[src/rtl/nv_nvdla_slcg_pkg.sv]
// Shared definitions for the multi-channel SLCG controller.
package nv_nvdla_slcg_pkg;

    // Default width of the hold-off counter
    localparam int SLCG_HOLD_W_DEF = 8;

    // Per-channel gating state
    typedef enum logic [1:0] {
        ST_GATED = 2'd0,
        ST_RUN   = 2'd1,
        ST_HOLD  = 2'd2
    } slcg_state_e;

endpackage

[src/rtl/NV_CLK_gate_power.sv]
// Behavioural latch-based clock gate cell: the enable is captured while the
// clock is low, so the gated clock never produces a truncated high pulse.
module NV_CLK_gate_power (
    input  logic clk,
    input  logic reset_,
    input  logic clk_en,
    output logic clk_gated
);

    logic r_en_lat;

    // Transparent-low enable latch; reset forces the gate closed
    always_latch begin
        if (!clk) begin
            r_en_lat = clk_en & reset_;
        end
    end

    assign clk_gated = clk & r_en_lat;

endmodule

[src/rtl/nv_nvdla_slcg_chan.sv]
// One SLCG channel: GATED/RUN/HOLD state machine, hold-off down-counter and
// the registered clock enable for that channel's gate cell.
module nv_nvdla_slcg_chan
    import nv_nvdla_slcg_pkg::*;
#(
    parameter int HOLD_W = SLCG_HOLD_W_DEF
) (
    input  logic              i_clk,
    input  logic              i_rstn,
    input  logic              i_req,
    input  logic              i_force,
    input  logic [HOLD_W-1:0] i_hold_cycles,
    output logic              o_clk_en,
    output logic              o_hold
);

    slcg_state_e       r_state;
    slcg_state_e       w_nxt_state;
    logic [HOLD_W-1:0] r_cnt;
    logic [HOLD_W-1:0] w_nxt_cnt;
    logic              r_clk_en;
    logic              r_hold;

    // Next-state and counter update; hold length is captured only on RUN->HOLD
    always_comb begin
        w_nxt_state = r_state;
        w_nxt_cnt   = r_cnt;
        case (r_state)
            ST_GATED: begin
                if (i_req) begin
                    w_nxt_state = ST_RUN;
                end
            end
            ST_RUN: begin
                if (!i_req) begin
                    if (i_hold_cycles == '0) begin
                        w_nxt_state = ST_GATED;
                    end else begin
                        w_nxt_state = ST_HOLD;
                        w_nxt_cnt   = i_hold_cycles;
                    end
                end
            end
            ST_HOLD: begin
                if (i_req) begin
                    w_nxt_state = ST_RUN;
                    w_nxt_cnt   = '0;
                end else if (r_cnt <= HOLD_W'(1)) begin
                    // cnt==0 cannot occur in HOLD; treat it as expiry so the
                    // counter can never wrap
                    w_nxt_state = ST_GATED;
                    w_nxt_cnt   = '0;
                end else begin
                    w_nxt_cnt = r_cnt - HOLD_W'(1);
                end
            end
            default: begin
                w_nxt_state = ST_GATED;
                w_nxt_cnt   = '0;
            end
        endcase
    end

    // State, counter and enable registers; reset dominates req and force
    always_ff @(posedge i_clk) begin
        if (!i_rstn) begin
            r_state  <= ST_GATED;
            r_cnt    <= '0;
            r_clk_en <= 1'b0;
            r_hold   <= 1'b0;
        end else begin
            r_state  <= w_nxt_state;
            r_cnt    <= w_nxt_cnt;
            r_clk_en <= (w_nxt_state != ST_GATED) | i_force;
            r_hold   <= (w_nxt_state == ST_HOLD);
        end
    end

    assign o_clk_en = r_clk_en;
    assign o_hold   = r_hold;

endmodule

[src/rtl/nv_nvdla_slcg_mc.sv]
// Multi-channel second-level clock-gating controller. Combines the per-channel
// enable sources and the override inputs, runs one gating FSM per channel and
// drives one gate cell per output clock.
module nv_nvdla_slcg_mc
    import nv_nvdla_slcg_pkg::*;
#(
    parameter int NUM_CH  = 2,
    parameter int NUM_SRC = 2,
    parameter int HOLD_W  = SLCG_HOLD_W_DEF
) (
    input  logic                      nvdla_core_clk,
    input  logic                      nvdla_core_rstn,
    input  logic                      dla_clk_ovr_on_sync,
    input  logic                      global_clk_ovr_on_sync,
    input  logic                      tmc2slcg_disable_clock_gating,
    input  logic [NUM_CH*NUM_SRC-1:0] slcg_en_src,
    input  logic [HOLD_W-1:0]         cfg_hold_cycles,
    output logic [NUM_CH-1:0]         slcg_clk_en,
    output logic [NUM_CH-1:0]         slcg_ch_hold,
    output logic [NUM_CH-1:0]         nvdla_core_gated_clk
);

    logic [NUM_CH-1:0] w_req;
    logic              w_force;

    // Any override keeps every clock running without disturbing FSM state
    assign w_force = dla_clk_ovr_on_sync | global_clk_ovr_on_sync |
                     tmc2slcg_disable_clock_gating;

    for (genvar c = 0; c < NUM_CH; c++) begin : g_ch
        // A channel demands its clock only when all of its sources agree
        assign w_req[c] = &slcg_en_src[c*NUM_SRC +: NUM_SRC];

        nv_nvdla_slcg_chan #(
            .HOLD_W (HOLD_W)
        ) u_chan (
            .i_clk         (nvdla_core_clk),
            .i_rstn        (nvdla_core_rstn),
            .i_req         (w_req[c]),
            .i_force       (w_force),
            .i_hold_cycles (cfg_hold_cycles),
            .o_clk_en      (slcg_clk_en[c]),
            .o_hold        (slcg_ch_hold[c])
        );

        NV_CLK_gate_power u_gate (
            .clk       (nvdla_core_clk),
            .reset_    (nvdla_core_rstn),
            .clk_en    (slcg_clk_en[c]),
            .clk_gated (nvdla_core_gated_clk[c])
        );
    end

endmodule

[config.mk]
export PLATFORM = sky130hd
export DESIGN_NAME = nv_nvdla_slcg_mc
export DESIGN_NICKNAME = d
export VERILOG_FILES = /design/src/rtl/nv_nvdla_slcg_pkg.sv /design/src/rtl/NV_CLK_gate_power.sv /design/src/rtl/nv_nvdla_slcg_chan.sv /design/src/rtl/nv_nvdla_slcg_mc.sv
export SDC_FILE = /design/constraint.sdc
export NUM_CORES = 1
export LEC_CHECK = 0
export BUFFER_PORTS_ARGS = -buffer_cell sky130_fd_sc_hd__buf_2
export CORE_UTILIZATION = 43
export CTS_CLUSTER_DIAMETER = 200
export DETAILED_ROUTE_END_ITERATION = 8
export MAX_ROUTING_LAYER = met4
export PLACE_DENSITY = 0.64
export SKIP_LAST_GASP = 1
export SYNTH_ARGS = -nofsm -noshare
export SYNTH_HDL_FRONTEND = slang
export SYNTH_SLANG_ARGS = --single-unit
[constraint.sdc]
create_clock -name nvdla_core_clk -period 2 [get_ports nvdla_core_clk]
set_clock_uncertainty 0.05 [all_clocks]
set_input_delay 0 -clock nvdla_core_clk [delete_from_list [all_inputs] [get_ports nvdla_core_clk]]
set_output_delay 0 -clock nvdla_core_clk [all_outputs]
set_load 0.02 [all_outputs]
==> results of run 1 <==
## placed cells by master (no fill, tap or decap), types with 4 or more instances in the layout
| master | instances |
|---|---|
| a32o_1 | 4 |
| buf_2 | 20 |
| dlygate4sd3_1 | 11 |
| a22o_1 | 8 |
| nand2_1 | 26 |
| nor2_1 | 8 |
| a21boi_0 | 4 |
| inv_1 | 12 |
| o31ai_1 | 4 |
| nor3_1 | 6 |
| clkbuf_8 | 7 |
| and2_1 | 7 |
| buf_4 | 13 |
| a31oi_1 | 5 |
| nand3_1 | 5 |
| ha_1 | 11 |
| dfxtp_1 | 22 |
| a21oi_1 | 8 |
| o21ai_0 | 17 |
## registers in the layout, summed over array words and instances, names as in the netlist
| signal | flops |
|---|---|
| g_ch.u_chan.r_cnt | 16 |
| g_ch.u_chan.o_clk_en | 2 |
| g_ch.u_gate.r_en_lat | 2 |
| g_ch.u_chan.r_state | 4 |
| g_ch.u_chan.o_hold | 2 |
## stage by stage
stage               TNS (ns)  worst slack, ns
finish                -0.186           -0.106
global route          -0.243           -0.134
CTS                   -0.187          -0.0952
detailed placement  -0.00370         -0.00370
global placement           0           0.0562
floorplan                  0            0.142
## layer usage
metal	wire length (um)	vias to the layer above	global-route usage [%]
li1	-	872	-
met1	2080	811	25.8
met2	2130	43	37.5
met3	220	11	7.24
met4	75	0	11.4
met5	0	-	-
## where the power goes
group | leakage, nW | internal (mW) | switching (mW)
clock | 0.0868 | 0.485 | 0.250
sequential | 0.212 | 0.528 | 0.0128
combinational | 0.625 | 0.134 | 0.169
total | 0.924 | 1.15 | 0.432
## critical path, delay by kind of cell, from the launching register on
kind | cells | cell delay [ns]
buffers and inverters | 1 | 0.10
latches | 1 | 0.41
and+or+nand+nor | 1 | 0.14
## final cells by class
type | count | share of cell area [%]
clock buffer | 10 | 5.48
clock inverter | 1 | 1.34
inverter | 12 | 2.01
multi-input combinational | 164 | 51.7
sequential | 26 | 23.0
tap | 48 | 2.68
timing repair buffer | 44 | 13.8
## final timing paths
| check | start | end | cells after the start |
|---|---|---|---|
| setup reg to reg | g_ch[0].u_chan.r_cnt[0] | g_ch[0].u_chan.r_cnt[2] | 7 |
| hold reg to reg | g_ch[0].u_chan.r_cnt[1] | g_ch[0].u_chan.r_cnt[1] | 2 |
| hold / removal | slcg_en_src[1] | g_ch[0].u_chan.r_state[1] | 4 |
| setup / recovery | g_ch[1].u_gate.r_en_lat | nvdla_core_gated_clk[1] | 2 |
## cells by family (layout without fill, tap and decap cells)
| group | Yosys count | in the layout | synth area share, % |
|---|---|---|---|
| AOI/OAI and AO/OA | 75 | 75 | 31.9 |
| xor gates and xnor gates | 1 | 1 | 0.494 |
| adders and majority gates | 12 | 12 | 8.47 |
| buffers and inverters | 23 | 67 | 6.64 |
| DFF | 24 | 24 | 27.1 |
| latches | 2 | 2 | 1.69 |
| muxes | 2 | 2 | 1.13 |
| and+or+nand+nor | 74 | 74 | 22.6 |
## repair_timing
| item | 4_1_cts | 5_1_grt |
|---|---|---|
| buffers inserted | 0 | 1 |
| resized for setup | 7 | 4 |
| hold endpoints to repair | 19 | 0 |
| setup endpoints to repair | 5 | 7 |
| cloned | 0 | 0 |
| hold buffers | 11 | 0 |
| pin swaps | 1 | 2 |
==> key figures, run 1 <==
Cells and area
  – Area delta synth->final: 26.3%
  – Layout cells sized above 1: 26.1%
  – Fillers: 348
  – Cell Count, Final, Fillers Out: 305
  – Nets: 286
  – Antenna diode instance count: 0
  – Multi-input logic area: 1160 um2
  – Final design utilization: 58.9%
  – Post-route cell area: 2240 um2
  – Seq. cell area: 514 um2

Floorplan
  – Site Rows: 22
  – Die Area: 4380 um2
  – Initial core utilization: 46.6%
  – Die height: 66.2 um
  – Die span in x: 66.2 um
  – Core footprint: 3800 um2
  – Ports: 23

Synth
  – Count leader, synth: nand2_1
  – Prevailing post-synth register cell: dfxtp_1
  – Cell taking the most area after synthesis: dfxtp_1
  – Async set-reset flop share out of synthesis: 0%
  – EDFF count, synth: 0
  – Commonest cells in the netlist: nand2_1 (26), dfxtp_1 (24), o21ai_0 (17)
  – Yosys cell types: 52
  – Syn_area_per_cell: 8.32 um2
  – Syn Inst Count: 213
  – Warnings, synthesis: 0
  – Number of synthesized register bits: 26
  – Synthesized cell area: 1770 um2
  – Yosys top cell area share: 27.1%
  – Top cells by area, synth: dfxtp_1 (27%), ha_1 (8.5%), nand2_1 (5.5%)
  – Syn_nets: 242

Clock network
  – Worst-Skew Late Latency: 0.38 ns
  – Clock transition at the registers of the reported paths: 0.10 ns
  – CTS tree: yes

Worst setup path
  – Critical Path End Type: output pin
  – CP Launch Type: latch
  – WP data required: 1.95 ns
  – Reg2Reg Setup Slack: 0.10 ns
  – Critical path fanouts, max: 1
  – Arrival @ worst endpoint: 2.06 ns
  – Critical setup path kind: latch -> out
  – Crit path largest cell delay: 0.41 ns
  – CP max-delay cell: dlxtn_2
  – CP Cell Sequence: and2_4 -> buf_6

Run
  – Max-cap check violation count: 0

Detailed routing
  – Average wire per standard cell: 14.8 um
  – First-pass DRT Iterations: 4
  – Vias per cell: 5.70
  – Final ANT Viol Nets: 0
  – DRT Wirelength: 4.51 mm
  – DR iter-0 viols: 110
  – Vias: 1737
  – DRC viols: 0

Timing
  – Max transition margin: 68.9%
  – Final Slew Violations: 0
  – Setup violators final: 4
  – WHS: 0.0281 ns
  – Final hold violation count: 0
  – Unrepaired setup endpoints after global routing: true
  – Final WS setup: -0.106 ns
  – Slew @ Worst Pin: 0.467 ns

Power and ir drop
  – VDD IR-drop max: 0.000397 V
  – Leakage: 0.924 nW
  – Total power: 1.58 mW
  – Power Density: 705 nW/um2

Global routing
  – Grt ovf: 0
  – Via count of the first global-routing pass: 1670
  – Largest net degree at the start of global routing: 16
  – Initial antenna violation count: 0
  – Global-route usage over all layers: 23.2%
  – First-pass GRT wire length: 7.29 mm

Placed design
  – I/O Buffers: 22
  – Hpwl dp: 3.11 mm
  – Placed cell count: 284
  – Placed cell areas: 1960 um2
  – Final Wtd Congestion: 0.878

Run status
  – Violated checks: setup timing
  – Outcome: finished, violations left

Worst hold path
  – Min-Delay Path Class: in -> reg
No activity file was read; power rests on OpenSTA's default activity.
==> inputs of run 2 (changes only) <==
--- a/config.mk
+++ b/config.mk
@@ -6,11 +6,11 @@
 export NUM_CORES = 1
 export LEC_CHECK = 0
 export BUFFER_PORTS_ARGS = -buffer_cell sky130_fd_sc_hd__buf_2
-export CORE_UTILIZATION = 43
+export CORE_UTILIZATION = 29
 export CTS_CLUSTER_DIAMETER = 200
 export DETAILED_ROUTE_END_ITERATION = 8
 export MAX_ROUTING_LAYER = met4
-export PLACE_DENSITY = 0.64
+export PLACE_DENSITY = 0.46
 export SKIP_LAST_GASP = 1
 export SYNTH_ARGS = -nofsm -noshare
 export SYNTH_HDL_FRONTEND = slang
==> run 2 against run 1 <==
Against the previous run:
- the flow still finishes with violations (setup timing)
- combinational power rose by 3%
- sequential share of layout area down 0.40 points
- register-to-register slack about the same
- non-clock buffer count rose by 3
- via count fell by 2.0%
- die area rose by 47%
- global-route usage decreased by 7.1 points
- flip-flop and latch count stayed put
- count of clock-buffer cells in the layout is 1 higher
- hold slack lost 0.0044 ns
- critical path type unchanged
==> key figures, run 2 (synthesis results as in run 1) <==
Run status
  – Outcome: finished, violations left
  – Violated checks: setup timing

Global routing
  – First-pass GRT wire length: 7.62 mm
  – Largest net degree at the start of global routing: 15
  – Initial antenna violation count: 0
  – Grt ovf: 0
  – Global-route usage over all layers: 16.1%
  – Via count of the first global-routing pass: 1646

Worst setup path
  – Cell family with most CP delay: latches
  – CP max-delay cell: dlxtn_1
  – WP data required: 1.95 ns
  – Critical path fanouts, max: 1
  – Crit path largest cell delay: 0.40 ns
  – CP Cell Sequence: and2_4 -> buf_6
  – Reg2Reg Setup Slack: 0.11 ns
  – CP Launch Type: latch
  – Critical setup path kind: latch -> out
  – Worst path buffer plus inverter count: 1
  – Arrival @ worst endpoint: 2.04 ns
  – Critical Path End Type: output pin

Cells and area
  – Antenna diode instance count: 0
  – Largest register by flop count: g_ch.u_chan.r_cnt
  – Commonest non-fill, non-tap cell in the layout: nand2_1
  – Nets: 289
  – Cell Count, Final, Fillers Out: 335
  – Commonest non-fill, non-tap cells in the layout: nand2_1 (26), dfxtp_1 (22), buf_2 (20), o21ai_0 (17), buf_4 (16)
  – Biggest regs: g_ch.u_chan.r_cnt: 16 flops, g_ch.u_chan.r_state: 4 flops
  – Max FFs per register: 16
  – Final design utilization: 38.5%
  – Area delta synth->final: 28.8%
  – Layout cells sized above 1: 26.5%

Floorplan
  – Die height: 80.2 um
  – Die span in x: 80.2 um
  – Core footprint: 5920 um2
  – Site Rows: 28
  – Ports: 23
  – Die Area: 6430 um2
  – Initial core utilization: 29.9%

Power and ir drop
  – Power Density: 655 nW/um2
  – Leakage: 0.934 nW
  – VDD IR-drop max: 0.000432 V
  – Total power: 1.50 mW

Placed design
  – Placed cell count: 315
  – I/O Buffers: 22
  – Final Wtd Congestion: 0.838
  – Hpwl dp: 3.48 mm

Clock network
  – Clock transition at the registers of the reported paths: 0.10 ns
  – Post-CTS Setup Bufs: 0
  – Worst-Skew Late Latency: 0.38 ns
  – CTS tree: yes

Detailed routing
  – DRC viols: 0
  – First-pass DRT Iterations: 4
  – Final ANT Viol Nets: 0
  – Average wire per standard cell: 13.6 um
  – Vias per cell: 5.08
  – Vias: 1703
  – DRT Wirelength: 4.57 mm
  – DR iter-0 viols: 69

Timing
  – Slew @ Worst Pin: 0.498 ns
  – Final WS setup: -0.0908 ns
  – Unrepaired setup endpoints after global routing: true
  – Max transition margin: 66.5%
  – Final Slew Violations: 0
  – Setup violators final: 4
  – Final hold violation count: 0

Worst hold path
  – Min-Delay Path Class: in -> reg

Run
  – Max-cap check violation count: 0
## run 2: cell count changes in the layout (fill, tap and decap cells not counted), sizes merged
cell and delta:
bufinv -1, clkbuf +1, buf +3
## run 2: worst reg2reg max path: stages, from the launching register on
cell and delay (ns):
dfxtp_4 0.37, inv_1 0.05, ha_1 0.19, or2_2 0.32
a31o_2 0.23, a211o_1 0.28, o21ba_2 0.21, o22ai_1 0.11
## run 2: area by class of cell
cell class	instances	area [um2]
fill	618	3640
multi-input combinational	164	1160
sequential	26	515
timing repair buffer	47	330
clock buffer	11	136
tap	75	93.8
inverter	12	45.0
## run 2: per-stage QoR
stage | hold WS, ns | TNS, ns | setup slack, ns | cell area [um2]
finish | 0.0237 | -0.166 | -0.0908 | 2280
global route | 0.0370 | -0.246 | -0.131 | 2280
CTS | 0.0150 | -0.186 | -0.0934 | 2260
detailed placement | 0.186 | 0 | 0.0422 | 2020
global placement | 0.186 | 0 | 0.0640 | 2020
floorplan | 0.0917 | 0 | 0.142 | 1770
## run 2: what timing repair did
action / 4_1_cts / 5_1_grt
resized for setup: 4 / 7
endpoints found under the setup margin: 4 / 12
pin swaps: 1 / 1
hold buffers: 11 / 0
endpoints found under the hold margin: 19 / 0
## run 2: final timing paths
check                                from                 endpoint  cells past startpoint
hold reg to reg   g_ch[0].u_chan.r_cnt[1]  g_ch[0].u_chan.r_cnt[1]                      2
setup reg to reg  g_ch[0].u_chan.r_cnt[0]  g_ch[0].u_chan.r_cnt[2]                      7
setup / recovery  g_ch[0].u_gate.r_en_lat  nvdla_core_gated_clk[0]                      2
hold / removal        dla_clk_ovr_on_sync  g_ch[0].u_chan.o_clk_en                      4
## run 2: report_power, final
group	switching, mW	total [mW]	internal (mW)
registers	0.0119	0.538	0.526
clock network	0.253	0.646	0.393
logic	0.170	0.311	0.141
## run 2: layer usage
metal | vias up | global-route usage (%) | share of wire (%)
li1 | 875 | - | -
met1 | 779 | 20.1 | 49
met2 | 42 | 24.9 | 46
met3 | 7 | 2.39 | 3.5
met4 | 0 | 8.57 | 1.3
met5 | - | - | 0
==> inputs of run 3 (changes only) <==
--- a/config.mk
+++ b/config.mk
@@ -6,11 +6,13 @@
 export NUM_CORES = 1
 export LEC_CHECK = 0
 export BUFFER_PORTS_ARGS = -buffer_cell sky130_fd_sc_hd__buf_2
+export CELL_PAD_IN_SITES_DETAIL_PLACEMENT = 1
+export CELL_PAD_IN_SITES_GLOBAL_PLACEMENT = 2
 export CORE_UTILIZATION = 29
 export CTS_CLUSTER_DIAMETER = 200
 export DETAILED_ROUTE_END_ITERATION = 8
 export MAX_ROUTING_LAYER = met4
-export PLACE_DENSITY = 0.46
+export PLACE_DENSITY = 0.7
 export SKIP_LAST_GASP = 1
 export SYNTH_ARGS = -nofsm -noshare
 export SYNTH_HDL_FRONTEND = slang
==> run 3 against run 2 <==
Against the previous run:
- sequential share of layout area up 0.32 points
- clock power down 4.5%
- largest power group unchanged
- critical path depth unchanged
- count of clock-buffer cells in the layout down 1
- global-route usage up 3.9 points
- non-clock buffer count unchanged
- worst setup slack worse by 0.012 ns
- the flow still finishes with violations (setup timing)
- via count up 3.2%
- wire length up 19%
- largest cell class unchanged
- die area unchanged
- design area down 0.93%
==> key figures, run 3 (synthesis results as in run 1) <==
Global routing
  – Global-route usage over all layers: 20.0%
  – First-pass GRT wire length: 9.18 mm
  – Grt ovf: 0
  – Largest net degree at the start of global routing: 15
  – Via count of the first global-routing pass: 1886
  – Initial antenna violation count: 0

Worst setup path
  – Critical path fanouts, max: 1
  – Crit path largest cell delay: 0.41 ns
  – CP Launch Type: latch
  – CP max-delay cell: dlxtn_2
  – Critical setup path kind: latch -> out
  – Arrival @ worst endpoint: 2.05 ns
  – Depth of the worst register-to-register path: 7
  – Critical Path End Type: output pin
  – CP Cell Sequence: and2_4 -> buf_6
  – WP data required: 1.95 ns

Clock network
  – Clock transition at the registers of the reported paths: 0.09 ns
  – Worst-Skew Late Latency: 0.39 ns
  – CTS tree: yes

Placed design
  – Pre-CTS WS: 0.00941 ns
  – Hpwl dp: 4.07 mm
  – Placed cell count: 316
  – Final Wtd Congestion: 0.775
  – Placed cell areas: 2030 um2
  – I/O Buffers: 22

Timing
  – Setup TNS: -0.199 ns
  – Max transition margin: 62.1%
  – Final WS setup: -0.102 ns
  – Slew @ Worst Pin: 0.568 ns
  – Final hold violation count: 0
  – WHS: 0.000801 ns
  – Final Slew Violations: 0
  – Unrepaired setup endpoints after global routing: true
  – Setup violators final: 4

Power and ir drop
  – Clock share of power: 42.0%
  – Seq pwr share: 36.7%
  – Power Density: 651 nW/um2
  – Int Pwr: 1.02 mW
  – Gate power share: 21.3%
  – Leakage: 0.929 nW
  – Total power: 1.47 mW
  – Switch Pwr: 0.451 mW
  – Sw frac: 30.7%
  – VDD IR-drop max: 0.000405 V

Detailed routing
  – Vias: 1758
  – DRT Wirelength: 5.42 mm
  – Met1 WL: 2.62 mm
  – Vias per cell: 5.25
  – DR iter-0 viols: 46
  – First-pass DRT Iterations: 6
  – Final ANT Viol Nets: 0
  – DRC viols: 0
  – Average wire per standard cell: 16.2 um
  – DR WL met3: 153 um
  – Top layer in use: met4
  – Met2 WL: 2.54 mm

Floorplan
  – Core footprint: 5920 um2
  – Site Rows: 28
  – Initial core utilization: 29.9%
  – Die height: 80.2 um
  – Ports: 23
  – Die Area: 6430 um2
  – Die span in x: 80.2 um

Cells and area
  – Largest register by flop count: g_ch.u_chan.r_cnt
  – Antenna diode instance count: 0
  – Fillers: 714
  – Commonest non-fill, non-tap cell in the layout: nand2_1
  – Nets: 289
  – Cell Count, Final, Fillers Out: 335
  – Biggest regs: g_ch.u_chan.r_cnt: 16 flops, g_ch.u_chan.r_state: 4 flops
  – Max FFs per register: 16
  – Final design utilization: 38.2%
  – Commonest non-fill, non-tap cells in the layout: nand2_1 (26), dfxtp_1 (22), buf_2 (20), o21ai_0 (17), buf_4 (17)
  – Post-route cell area: 2260 um2
  – Layout cells sized above 1: 26.9%
  – Area delta synth->final: 27.6%

Worst hold path
  – Hold path depth: 3
  – Min-Delay Path Class: in -> reg

Run status
  – Violated checks: setup timing
  – Outcome: finished, violations left

Run
  – Max-cap check violation count: 0
[run 3: cell count changes in the layout (fill, tap and decap cells not counted)]
cell and delta:
a31oi_1 +2, a31oi_2 -2, dlxtn_1 -2, dlxtn_2 +2, and3_1 -1, and3_2 +1, buf_4 +1, clkbuf_8 -1
clkinv_1 +1, dlygate4sd3_1 -1
[run 3: metal layers]
| layer | up-vias | global-route usage [%] |
|---|---|---|
| li1 | 871 | - |
| met3 | 15 | 5.23 |
| met4 | 0 | 8.93 |
| met5 | - | - |
| met2 | 30 | 31.3 |
| met1 | 842 | 23.9 |
[run 3: worst paths after layout]
kind	startpoint	endpoint	slack, ns
max reg2reg	g_ch[0].u_chan.r_cnt[0]	g_ch[0].u_chan.r_cnt[2]	0.09
max	g_ch[0].u_gate.r_en_lat	nvdla_core_gated_clk[0]	-0.10
min reg2reg	g_ch[0].u_chan.r_cnt[1]	g_ch[0].u_chan.r_cnt[1]	0.45
min	cfg_hold_cycles[3]	g_ch[1].u_chan.r_cnt[3]	0.0008
[run 3: area by class of cell]
class	instances	area [um2]	area share, %
Clock buffer	10	123	5.42
Clock inverter	1	3.75	0.166
Inverter	12	45.0	1.99
Multi-Input combinational cell	164	1150	50.9
Sequential cell	26	518	22.9
Tap cell	75	93.8	4.15
Timing Repair Buffer	47	328	14.5
[run 3: repair_timing]
item / CTS / global route
gates resized for setup: 8 / 4
buffers inserted: 0 / 0
setup endpoints to repair: 5 / 9
endpoints found under the hold margin: 15 / 0
pin swaps: 1 / 1
hold buffers: 10 / 0
[run 3: critical path, delay by kind of cell, from the launching register on]
kind	cells	cell delay, ns
buf+inv	1	0.11
latches	1	0.41
simple gates	1	0.13
[run 3: power groups by stage]
stage	Sequential (mW)	Clock, mW	Combinational [mW]
after floorplan	0.552	0.0437	0.195
after global placement	0.552	0.0359	0.296
after detailed placement	0.552	0.0359	0.299
after CTS	0.541	0.641	0.316
after global routing	0.543	0.667	0.353
final	0.540	0.617	0.314
